[src/rtl/box_motion_ctrl.sv]
// Frame sequencer for the bouncing-box demo: draw, pause, erase, move, repeat.
// Owns the box origin and direction and talks to the pixel datapath over req/done.
module box_motion_ctrl #(
  parameter int SCREEN_W    = 160,
  parameter int SCREEN_H    = 120,
  parameter int BOX_SIZE    = 4,
  parameter int FRAME_TICKS = 12_500_000,
  parameter int X_INIT      = 0,
  parameter int Y_INIT      = 0
) (
  input  logic       clock,
  input  logic       resetn,
  input  logic       go,
  input  logic [2:0] colour_in,
  input  logic       done,
  output logic       req,
  output logic       erase,
  output logic [7:0] box_x,
  output logic [6:0] box_y,
  output logic [2:0] colour,
  output logic       busy
);

  localparam int               CNT_W    = (FRAME_TICKS > 1) ? $clog2(FRAME_TICKS) : 1;
  localparam logic [CNT_W-1:0] CNT_LOAD = CNT_W'(FRAME_TICKS - 1);
  localparam logic [7:0]       X_LIM    = 8'(SCREEN_W - BOX_SIZE);
  localparam logic [6:0]       Y_LIM    = 7'(SCREEN_H - BOX_SIZE);
  localparam logic [7:0]       X_RST    = 8'(X_INIT);
  localparam logic [6:0]       Y_RST    = 7'(Y_INIT);

  typedef enum logic [2:0] {
    S_IDLE  = 3'd0,
    S_DRAW  = 3'd1,
    S_PAUSE = 3'd2,
    S_ERASE = 3'd3,
    S_MOVE  = 3'd4
  } state_t;

  state_t           state;
  state_t           next_state;
  logic [CNT_W-1:0] pause_cnt;
  logic             dir_x_fwd;
  logic             dir_y_fwd;
  logic             ld_draw;
  logic             ld_erase;
  logic             ld_pause;
  logic             req_clr;
  logic             do_move;
  logic             pause_run;
  logic             done_seen;

  // Bounce-and-step for one axis; returns {forward_next, pos_next}.
  // A zero-length track (box as wide as the screen) pins the origin at 0.
  function automatic logic [8:0] step_x(input logic [7:0] pos, input logic fwd);
    logic [7:0] p;
    logic       f;
    f = fwd;
    if (X_LIM == 8'd0) begin
      p = 8'd0;
    end else if (fwd && pos == X_LIM) begin
      f = 1'b0;
      p = pos - 8'd1;
    end else if (!fwd && pos == 8'd0) begin
      f = 1'b1;
      p = pos + 8'd1;
    end else if (fwd) begin
      p = pos + 8'd1;
    end else begin
      p = pos - 8'd1;
    end
    return {f, p};
  endfunction

  function automatic logic [7:0] step_y(input logic [6:0] pos, input logic fwd);
    logic [6:0] p;
    logic       f;
    f = fwd;
    if (Y_LIM == 7'd0) begin
      p = 7'd0;
    end else if (fwd && pos == Y_LIM) begin
      f = 1'b0;
      p = pos - 7'd1;
    end else if (!fwd && pos == 7'd0) begin
      f = 1'b1;
      p = pos + 7'd1;
    end else if (fwd) begin
      p = pos + 7'd1;
    end else begin
      p = pos - 7'd1;
    end
    return {f, p};
  endfunction

  always_ff @(posedge clock or negedge resetn) begin
    if (!resetn) begin
      state <= S_IDLE;
    end else begin
      state <= next_state;
    end
  end

  // done only counts while a request is actually outstanding
  assign done_seen = done && req;

  always_comb begin
    next_state = state;
    unique case (state)
      S_IDLE:  if (go) next_state = S_DRAW;
      S_DRAW:  if (done_seen) next_state = S_PAUSE;
      S_PAUSE: if (pause_cnt == '0) next_state = S_ERASE;
      S_ERASE: if (done_seen) next_state = S_MOVE;
      S_MOVE:  next_state = S_DRAW;
      default: next_state = S_IDLE;
    endcase
  end

  always_comb begin
    ld_draw   = 1'b0;
    ld_erase  = 1'b0;
    ld_pause  = 1'b0;
    req_clr   = 1'b0;
    do_move   = 1'b0;
    pause_run = 1'b0;
    busy      = (state != S_IDLE);
    unique case (state)
      S_IDLE:  ld_draw = (next_state == S_DRAW);
      S_DRAW:  begin
        ld_pause = (next_state == S_PAUSE);
        req_clr  = (next_state == S_PAUSE);
      end
      S_PAUSE: begin
        pause_run = (pause_cnt != '0);
        ld_erase  = (next_state == S_ERASE);
      end
      S_ERASE: req_clr = (next_state == S_MOVE);
      S_MOVE:  begin
        do_move = 1'b1;
        ld_draw = 1'b1;
      end
      default: ;
    endcase
  end

  // Request outputs are registered so they only change at frame-phase boundaries.
  always_ff @(posedge clock or negedge resetn) begin
    if (!resetn) begin
      req    <= 1'b0;
      erase  <= 1'b0;
      colour <= 3'b000;
    end else if (ld_draw) begin
      req    <= 1'b1;
      erase  <= 1'b0;
      colour <= colour_in;
    end else if (ld_erase) begin
      req    <= 1'b1;
      erase  <= 1'b1;
      colour <= 3'b000;
    end else if (req_clr) begin
      req    <= 1'b0;
      erase  <= 1'b0;
    end
  end

  always_ff @(posedge clock or negedge resetn) begin
    if (!resetn) begin
      pause_cnt <= '0;
    end else if (ld_pause) begin
      pause_cnt <= CNT_LOAD;
    end else if (pause_run) begin
      pause_cnt <= pause_cnt - 1'b1;
    end
  end

  // Both axes step in the same cycle, so a corner hit flips both directions.
  always_ff @(posedge clock or negedge resetn) begin
    if (!resetn) begin
      box_x     <= X_RST;
      box_y     <= Y_RST;
      dir_x_fwd <= 1'b1;
      dir_y_fwd <= 1'b1;
    end else if (do_move) begin
      {dir_x_fwd, box_x} <= step_x(box_x, dir_x_fwd);
      {dir_y_fwd, box_y} <= step_y(box_y, dir_y_fwd);
    end
  end

endmodule

[config.mk]
export PLATFORM = sky130hd
export DESIGN_NAME = box_motion_ctrl
export DESIGN_NICKNAME = d
export VERILOG_FILES = /design/src/rtl/box_motion_ctrl.sv
export SDC_FILE = /design/constraint.sdc
export NUM_CORES = 1
export LEC_CHECK = 0
export ABC_AREA = 1
export BUFFER_PORTS_ARGS = -buffer_cell sky130_fd_sc_hd__buf_2
export CAP_MARGIN = 10
export CORE_ASPECT_RATIO = 1.5
export CORE_MARGIN = 2
export CORE_UTILIZATION = 45
export DETAILED_ROUTE_END_ITERATION = 10
export PLACE_DENSITY_LB_ADDON = 0.15
export SKIP_CTS_REPAIR_TIMING = 1
export SLEW_MARGIN = 20
export SYNTH_ARGS = -nofsm -noshare
export SYNTH_HDL_FRONTEND = slang
export SYNTH_SLANG_ARGS = --single-unit
[constraint.sdc]
create_clock -name clock -period 2.3 [get_ports clock]
set_input_delay 0.115 -clock clock [delete_from_list [all_inputs] [get_ports clock]]
set_output_delay 0.115 -clock clock [all_outputs]
set_load 0.05 [all_outputs]
Word level (Yosys, flattened, before mapping):

Cells that the tools add are included.

* word-level logic and storage cells: 73
* output and inout bits: 21
* flip-flop bits (word level): 49
* bits of input ports: 7

* reductions and logical operators: 20
* muxes and demuxes: 29
* add/sub/neg operators: 5
* equality and inequality tests: 10

Operator list (count)
* 24-bit 2-to-1 mux: 2
* 24-bit zero test: 1
* 8-bit 2-to-1 mux: 3
* 24-bit nonzero test: 1
* 24-bit by 1-bit subtractor with 24-bit output (second input constant): 1
* 7-bit 2-to-1 mux: 3
* 3-bit 2-to-1 mux: 6
* 3-bit one-hot mux with 5 select lines: 1
* 3-bit by 2-bit equality test with 1-bit output (second input constant): 4
* 1-bit 2-to-1 mux: 12
* 8-bit by 1-bit adder with 8-bit output (second input constant): 1
* 8-bit equality test (second input constant): 1
* 8-bit zero test: 1
* 2-bit nonzero test: 4
* 8-bit by 1-bit subtractor with 8-bit output (second input constant): 1
* 7-bit by 1-bit adder with 7-bit output (second input constant): 1
* 7-bit equality test (second input constant): 1
* 7-bit zero test: 1
* 7-bit by 1-bit subtractor with 7-bit output (second input constant): 1
* 3-bit by 1-bit equality test with 1-bit output (second input constant): 2
* 3-bit equality test (second input constant): 2
* 3-bit nonzero test: 2
* 1-bit logical AND: 5
* 1-bit one-hot mux with 2 select lines: 2
* 3 further kinds: 5

Depth between registers and ports, before layout:

Gate-level depths: netlist of the first run.

* depth after elaboration: 8
* gate-level depth with buffers: 10
* depth with buffers taken out: 10

Worst setup path after synthesis of the first run:

No wires, ideal clock.

* path kind: reg2reg
* from: register box_y[0]
* to: register box_y[4]
* setup time: 0.124 ns
* stages on the path, launching flop included: 7
* path buffers: 0
* data required time: 2.176 ns
* period minus slack after synthesis: 1.743 ns
* slack: 0.557 ns
* arrival time: 1.620 ns
* cell sequence: dfrtp_1 inv_1 ha_1 nand4_1 nand2_2 o211ai_1 nand2_1

* word-level cells in the longest chain between the ends: 4
* elaborated cells on any way between the ends: 9
* those cells by class: add/sub: 2; eq/ne: 1; mux: 3; reduce/logical: 3

RTL lines
* from (decl): RTL line 19 `output logic [6:0] box_y,`
* from (signal assigned): RTL line 183 `{dir_y_fwd, box_y} <= step_y(box_y, dir_y_fwd);`
* 7-bit by 1-bit subtractor with 7-bit output, or another cell as far along: RTL line 82, 89
* 7-bit 2-to-1 mux or 1-bit logical AND (tied branches): RTL line 86, 83
* 7-bit 2-to-1 mux: RTL line 83 `end else if (!fwd && pos == 7'd0) begin`
* 7-bit 2-to-1 mux *: RTL line 80 `end else if (fwd && pos == Y_LIM) begin`

Mark *: on every way between the ends. The rest lies on a longest branch, timed or not.
A chain may end at the register's enable or synchronous reset.

Worst setup path in the final report of the first run:

* from: register pause_cnt[1]
* to: register pause_cnt[11]

* word-level cells in the longest chain between the ends: 6
* elaborated cells on any way between the ends: 11
* those cells by class: add/sub: 1; eq/ne: 1; mux: 6; reduce/logical: 3

RTL lines
* from (decl): RTL line 41 `logic [CNT_W-1:0] pause_cnt;`
* from (signal assigned): RTL line 170 `pause_cnt <= pause_cnt - 1'b1;`
* 24-bit zero test: RTL line 110 `S_PAUSE: if (pause_cnt == '0) next_state = S_ERASE;`
* 3-bit 2-to-1 mux: RTL line 110
* 3-bit one-hot mux with 5 select lines: RTL line 107 `unique case (state)`
* 3-bit by 2-bit equality test with 1-bit output: RTL line 128 `ld_pause = (next_state == S_PAUSE);`
* 1-bit 2-to-1 mux: RTL line 125 `unique case (state)`
* 24-bit 2-to-1 mux or 2-bit nonzero test (tied branches)

Parallel ways exist; a longest one is shown, timed or not. The select of a mux whose other input is x is not followed.

==> results of run 1 <==
cell type report:
type	instances	area, sq um
multi-input combinational	388	1988
timing repair buffer	31	167.7
inverter	53	198.9
sequential	49	1229
clock inverter	2	15.01
tap	102	127.6
fill	776	3757
clock buffer	6	128.9
through the flow:
| step | setup slack, ps | instances | hold WS [ps] | area (sq um) | total power [uW] |
|---|---|---|---|---|---|
| 2_1_floorplan | 556.5 | 507 | -180.6 | 3516 | 4587 |
| 3_3_place_gp | 409.8 | 622 | 57.23 | 3701 | 5213 |
| 3_5_place_dp | 341.0 | 622 | 52.93 | 3701 | 5271 |
| 4_1_cts | 296.2 | 630 | -258.6 | 3845 | 6035 |
| 5_1_grt | 142.6 | 631 | 39.42 | 3855 | 6563 |
| 6_report | 286.2 | 631 | 21.75 | 3855 | 6007 |
power groups by stage:
stage	logic (uW)	registers, uW	clock network (uW)
finish	3560	1700	738
global placement	3500	1710	0
detailed placement	3550	1720	0
floorplan	2590	2000	0
CTS	3580	1700	757
global route	4010	1760	795
routing by layer:
metal  global-route usage  part of all wire  wire length, um  vias to the layer above
li1                     -                 -                -                     1668
met1               0.2259              0.41             3401                     1529
met2               0.3929              0.54             4482                       67
met3              0.02412             0.025              204                       18
met4              0.07273             0.023              191                        0
met5                    0                 0                0                        -
cell usage in the layout (no fill, tap or decap), types with 8 or more instances in the layout:
master	n
buf_2	27
dfrtp_1	47
inv_1	52
nand2_1	142
nand3_1	81
nand4_1	19
nor2_1	66
o21ai_0	8
o21ai_2	10
xor2_1	15
logic make-up after synthesis:
kind of cell,share of synthesized area
buf+inv,0.08505
fa+ha+maj,0.02491
xor+xnor,0.05481
simple gates,0.4349
flops,0.3495
compound gates,0.05089
final timing paths:
path	slack [ps]	end	cells past startpoint	from
setup / recovery	290	pause_cnt[11]	9	pause_cnt[1]
hold / removal	20	colour[2]	3	colour_in[2]
setup reg to reg	290	pause_cnt[11]	9	pause_cnt[1]
hold reg to reg	490	pause_cnt[0]	2	pause_cnt[0]
max in group asynchronous	1240	dir_y_fwd	3	resetn
min in group asynchronous	260	pause_cnt[13]	2	resetn
worst reg2reg max path, delay by kind of cell (launching register included):
family                     cells  cell delay, ps
adders and majority gates      1             330
DFF                            1             380
buffers and inverters          1             100
AOI/OAI and AO/OA              1              70
and+or+nand+nor                6            1020
state kept, by name, summed over array words and instances, names as in the netlist:
register   flops
erase          1
box_y          7
colour         3
state          3
dir_x_fwd      1
pause_cnt     24
dir_y_fwd      1
req            1
box_x          8
==> results.cfg, run 1 <==
[timing]
tightest_slew_ps = 452.9
period_share = 0.8756
slew_headroom = 0.6981
fmax_ghz = 0.4966
finalSetupViolCount = 0
drv_slew = 0
finalHoldViolations = 0
skew_ps = 6.556
min_period_ps = 2014
setup_tns_ps = 0
rsz0062_at_grt = no

[synthesis]
yosys-top-cells-count = nand2_1 (142), nand3_1 (81), nor2_1 (66)
syn_nets = 521
synth_cells = 507
ys_types = 32
synth_seq_cells = 49
synth.top_cell.area_share = 0.3345
synthTopCellsByArea = dfrtp_1 (33%), nand2_1 (15%), nand3_1 (12%), nor2_1 (7.0%), inv_1 (5.6%)
synth_edf_count = 0
async_flop_share = 1.000
synth.most_common_cell = nand2_1
synth_top_cell_by_area = dfrtp_1
netlist_area_sq_mm = 0.003516
ys_seq_area_frac = 0.3495
synth_ff_type = dfrtp_1
avgSynthCellArea_sq_um = 6.935
synthesis.yosys.warnings = 0

[worst_setup_path]
cpMostUsedCell = nand2_4
critPathArrivalTime_ps = 2180
path_cells = inv_1 > ha_1 > nand2_4 > nor2_8 > nand3_4 > nand2_4 > nand2_4 > nand2_1 > o21ai_2
slowest_delay_ps = 380
critPathSlowestCell = dfrtp_1
start_kind = flop
crit_path_end_kind = flop
path_buf_inv = 1
crit_family = simple AND/OR/NAND/NOR gates
cp_data_required_time_ps = 2470
critPathKind = reg2reg
crit_fanout = 27

[route]
drc = 0
routed_wl_um = 8281
drt-wirelength-per-cell_um = 13.12
firstDrtPassIters = 4
vias_per_cell = 5.201
ant_nets = 0
vias = 3282
drt_iter0_drc = 174

[cells_and_area]
num_antenna_cells = 0
nets = 542
drive_gt1_frac = 0.1342
final_util = 0.5064
area_growth_pct = 9.644

[floorplanning]
die_w_um = 76.17
num_rows = 39
design.core.area_sq_mm = 0.007612
pin_count = 28
start_util = 0.4619
die_area_sq_mm = 0.008550
die_h_um = 112.3

[power]
p_int_uw = 2728
p_clk_frac = 0.123
p_leak_uw = 0.001973
p_switching_uw = 3279
p_sw_frac = 0.5458
peakVddDrop_v = 0.0007627
comb_power_share = 0.593
power.density_mw_per_mm2 = 1558
seq_power_share = 0.284

[clock_tree]
cts.path.max_buffers = 2
clkSinkCount = 49
htree_levels = 2
cts_inserted_buffers = 5
root_buffer = clkbuf_16
insertion_delay_ps = 290
path_clk_slew_ps = 70
cts_tree = built

[grt]
grt-ovfl-total = 0
grt_pass1_wl_um = 14290
antenna_found_initial = 0
grt_max_degree = 36
grt_pass1_vias = 3176
globalRouteTotalUtil = 0.2028

[job]
maxCapViolCount = 0

[place]
gp_congestion = 0.8855
port_buffers = 27
place_hpwl_um = 6161

[min_path]
hold_class = in2reg

[outcome]
outcome = finished, final reports clean
No activity file was read; power rests on OpenSTA's default activity.
==> run 2, diff against run 1 <==
- CORE_UTILIZATION: 45 -> 58
- SLEW_MARGIN: 20 -> unset
- clock period: 2.3 -> 2.05 ns (I/O delays scaled with it)
==> run 2 against run 1 <==
  * The run now ends with negative hold slack left
  * Fmax up 12%
  * Hold slack worse by 23 ps
  * Critical path depth unchanged
  * First-iteration DRC count unchanged
  * Cell count down 4.9%
  * Sequential power up 13%
  * Cell area down 2.2%
  * Clock power down 20%
  * Setup slack worse by 36 ps
  * Sequential cell count unchanged
  * Non-clock buffer count unchanged
==> results.cfg, run 2 (synthesis results as in run 1) <==
[outcome]
outcome = complete, but fails checks
violations = negative hold slack

[cells_and_area]
layout_commonest_cell = nand2_1
drive_gt1_frac = 0.1345
final_area_sq_mm = 0.003771
regMostFlops = pause_cnt
num_antenna_cells = 0
fin_cells = 600
fillers = 528
largest_register_ffs = 24
nets = 542
top_regs = pause_cnt x24, box_x x8, box_y x7
layout_common_cells = nand2_1 (142), nand3_1 (81), nor2_1 (66), inv_1 (52), dfrtp_1 (47)
area_growth_pct = 7.260

[clock_tree]
cts.path.max_buffers = 2
path_clk_slew_ps = 90
clkSinkCount = 49
cts_tree = built
root_buffer = clkbuf_8
insertion_delay_ps = 310
htree_levels = 2
cts_inserted_buffers = 5

[grt]
grt_pass1_vias = 3109
antenna_found_initial = 0
grt_max_degree = 50
grt_pass1_wl_um = 13540
grt-ovfl-total = 0
globalRouteTotalUtil = 0.2628

[floorplanning]
num_rows = 34
die_w_um = 67.57
start_util = 0.6033
die_h_um = 99.36
die_area_sq_mm = 0.006713
design.core.area_sq_mm = 0.005828
pin_count = 28

[timing]
min_period_ps = 1799
slew_headroom = 0.5727
hold_ws_ps = -1.536
finalHoldViolations = 1
skew_ps = 5.623
rsz0062_at_grt = no
setup_tns_ps = 0
tightest_slew_ps = 641.0
finalSetupViolCount = 0
fmax_ghz = 0.5557
period_share = 0.8778
drv_slew = 0

[route]
top_layer = met4
drc = 0
drt-wirelength-per-cell_um = 13.26
dr_wl_met2_um = 4280
vias_per_cell = 5.522
wl_met1_um = 3253
vias = 3313
drt_iter0_drc = 174
routed_wl_um = 7953
ant_nets = 0
firstDrtPassIters = 6
met3_length_um = 218

[place]
placedCellCount = 592
port_buffers = 27
gp_congestion = 0.9447
place_hpwl_um = 5829
dpl_cell_area_sq_mm = 0.003664

[worst_setup_path]
path_cells = inv_1 > ha_2 > nand2_4 > nor2_8 > nand3_4 > nand2_4 > nand2_8 > nand2_1 > o21ai_2
cpMostUsedCell = nand2_4
critPathArrivalTime_ps = 2000
crit_path_end_kind = flop
critical_path.startpoint = pause_cnt[1]
cp_data_required_time_ps = 2250
start_kind = flop
critPathKind = reg2reg
crit_fanout = 27
critPathSlowestCell = dfrtp_1
slowest_delay_ps = 400
r2r-start = pause_cnt[1]

[power]
p_leak_uw = 0.001955
peakVddDrop_v = 0.001090
power.density_mw_per_mm2 = 1726

[min_path]
hp-start = colour_in[2]
hold_class = in2reg

[job]
maxCapViolCount = 0
## run 2: cell types whose count changed in the layout (fill, tap and decap cells not counted)
cell and change:
nand2_4 -1, clkinvlp_4 -2, ha_1 -1, clkbuf_16 -5, ha_2 +1, nand2_8 +1, clkbuf_8 +6
## run 2: layout make-up
cell class	count	area, sq um	area share
Sequential cell	49	1229	0.3258
Tap cell	72	90.09	0.02389
Timing Repair Buffer	31	167.7	0.04446
Multi-Input combinational cell	388	1999	0.5302
Clock buffer	7	86.33	0.02289
Inverter	53	198.9	0.05275
## run 2: stage by stage
step	hold slack [ps]	util	power [uW]	setup WS [ps]
floorplan	-193.1	-	5146	306.5
global placement	249.0	0.6286	5801	163.4
detailed placement	250.7	0.6286	5891	126.1
CTS	-79.02	0.6434	6494	111.8
global route	14.42	0.6471	7123	63.31
finish	-1.536	0.6471	6510	250.6
## run 2: layer usage
metal,GRT usage,vias up
met5,0,-
met4,0.1193,0
met3,0.03620,20
met2,0.4796,70
met1,0.2893,1552
li1,-,1671
## run 2: path summary, 6_finish.rpt
path / depth (start not counted) / end / slack, ps
setup / recovery: 9 / pause_cnt[3] / 250
max in group asynchronous: 3 / box_y[5] / 1190
min in group asynchronous: 3 / pause_cnt[18] / 420
hold / removal: 3 / colour[2] / -2
setup reg to reg: 9 / pause_cnt[3] / 250
hold reg to reg: 2 / colour[1] / 500
## run 2: worst max-delay path: cells and delay by family, from the launching register on
family,cells,cell delay [ps]
AOI/OAI and AO/OA,1,50
adders and majority gates,1,270
buffers and inverters,1,100
DFF,1,400
and+or+nand+nor,6,850
## run 2: power breakdown
| part | total, uW | internal [uW] | switching, uW |
|---|---|---|---|
| logic | 4000 | 1250 | 2750 |
| clock network | 592 | 269 | 324 |
| registers | 1920 | 1360 | 552 |
| total | 6510 | 2880 | 3630 |
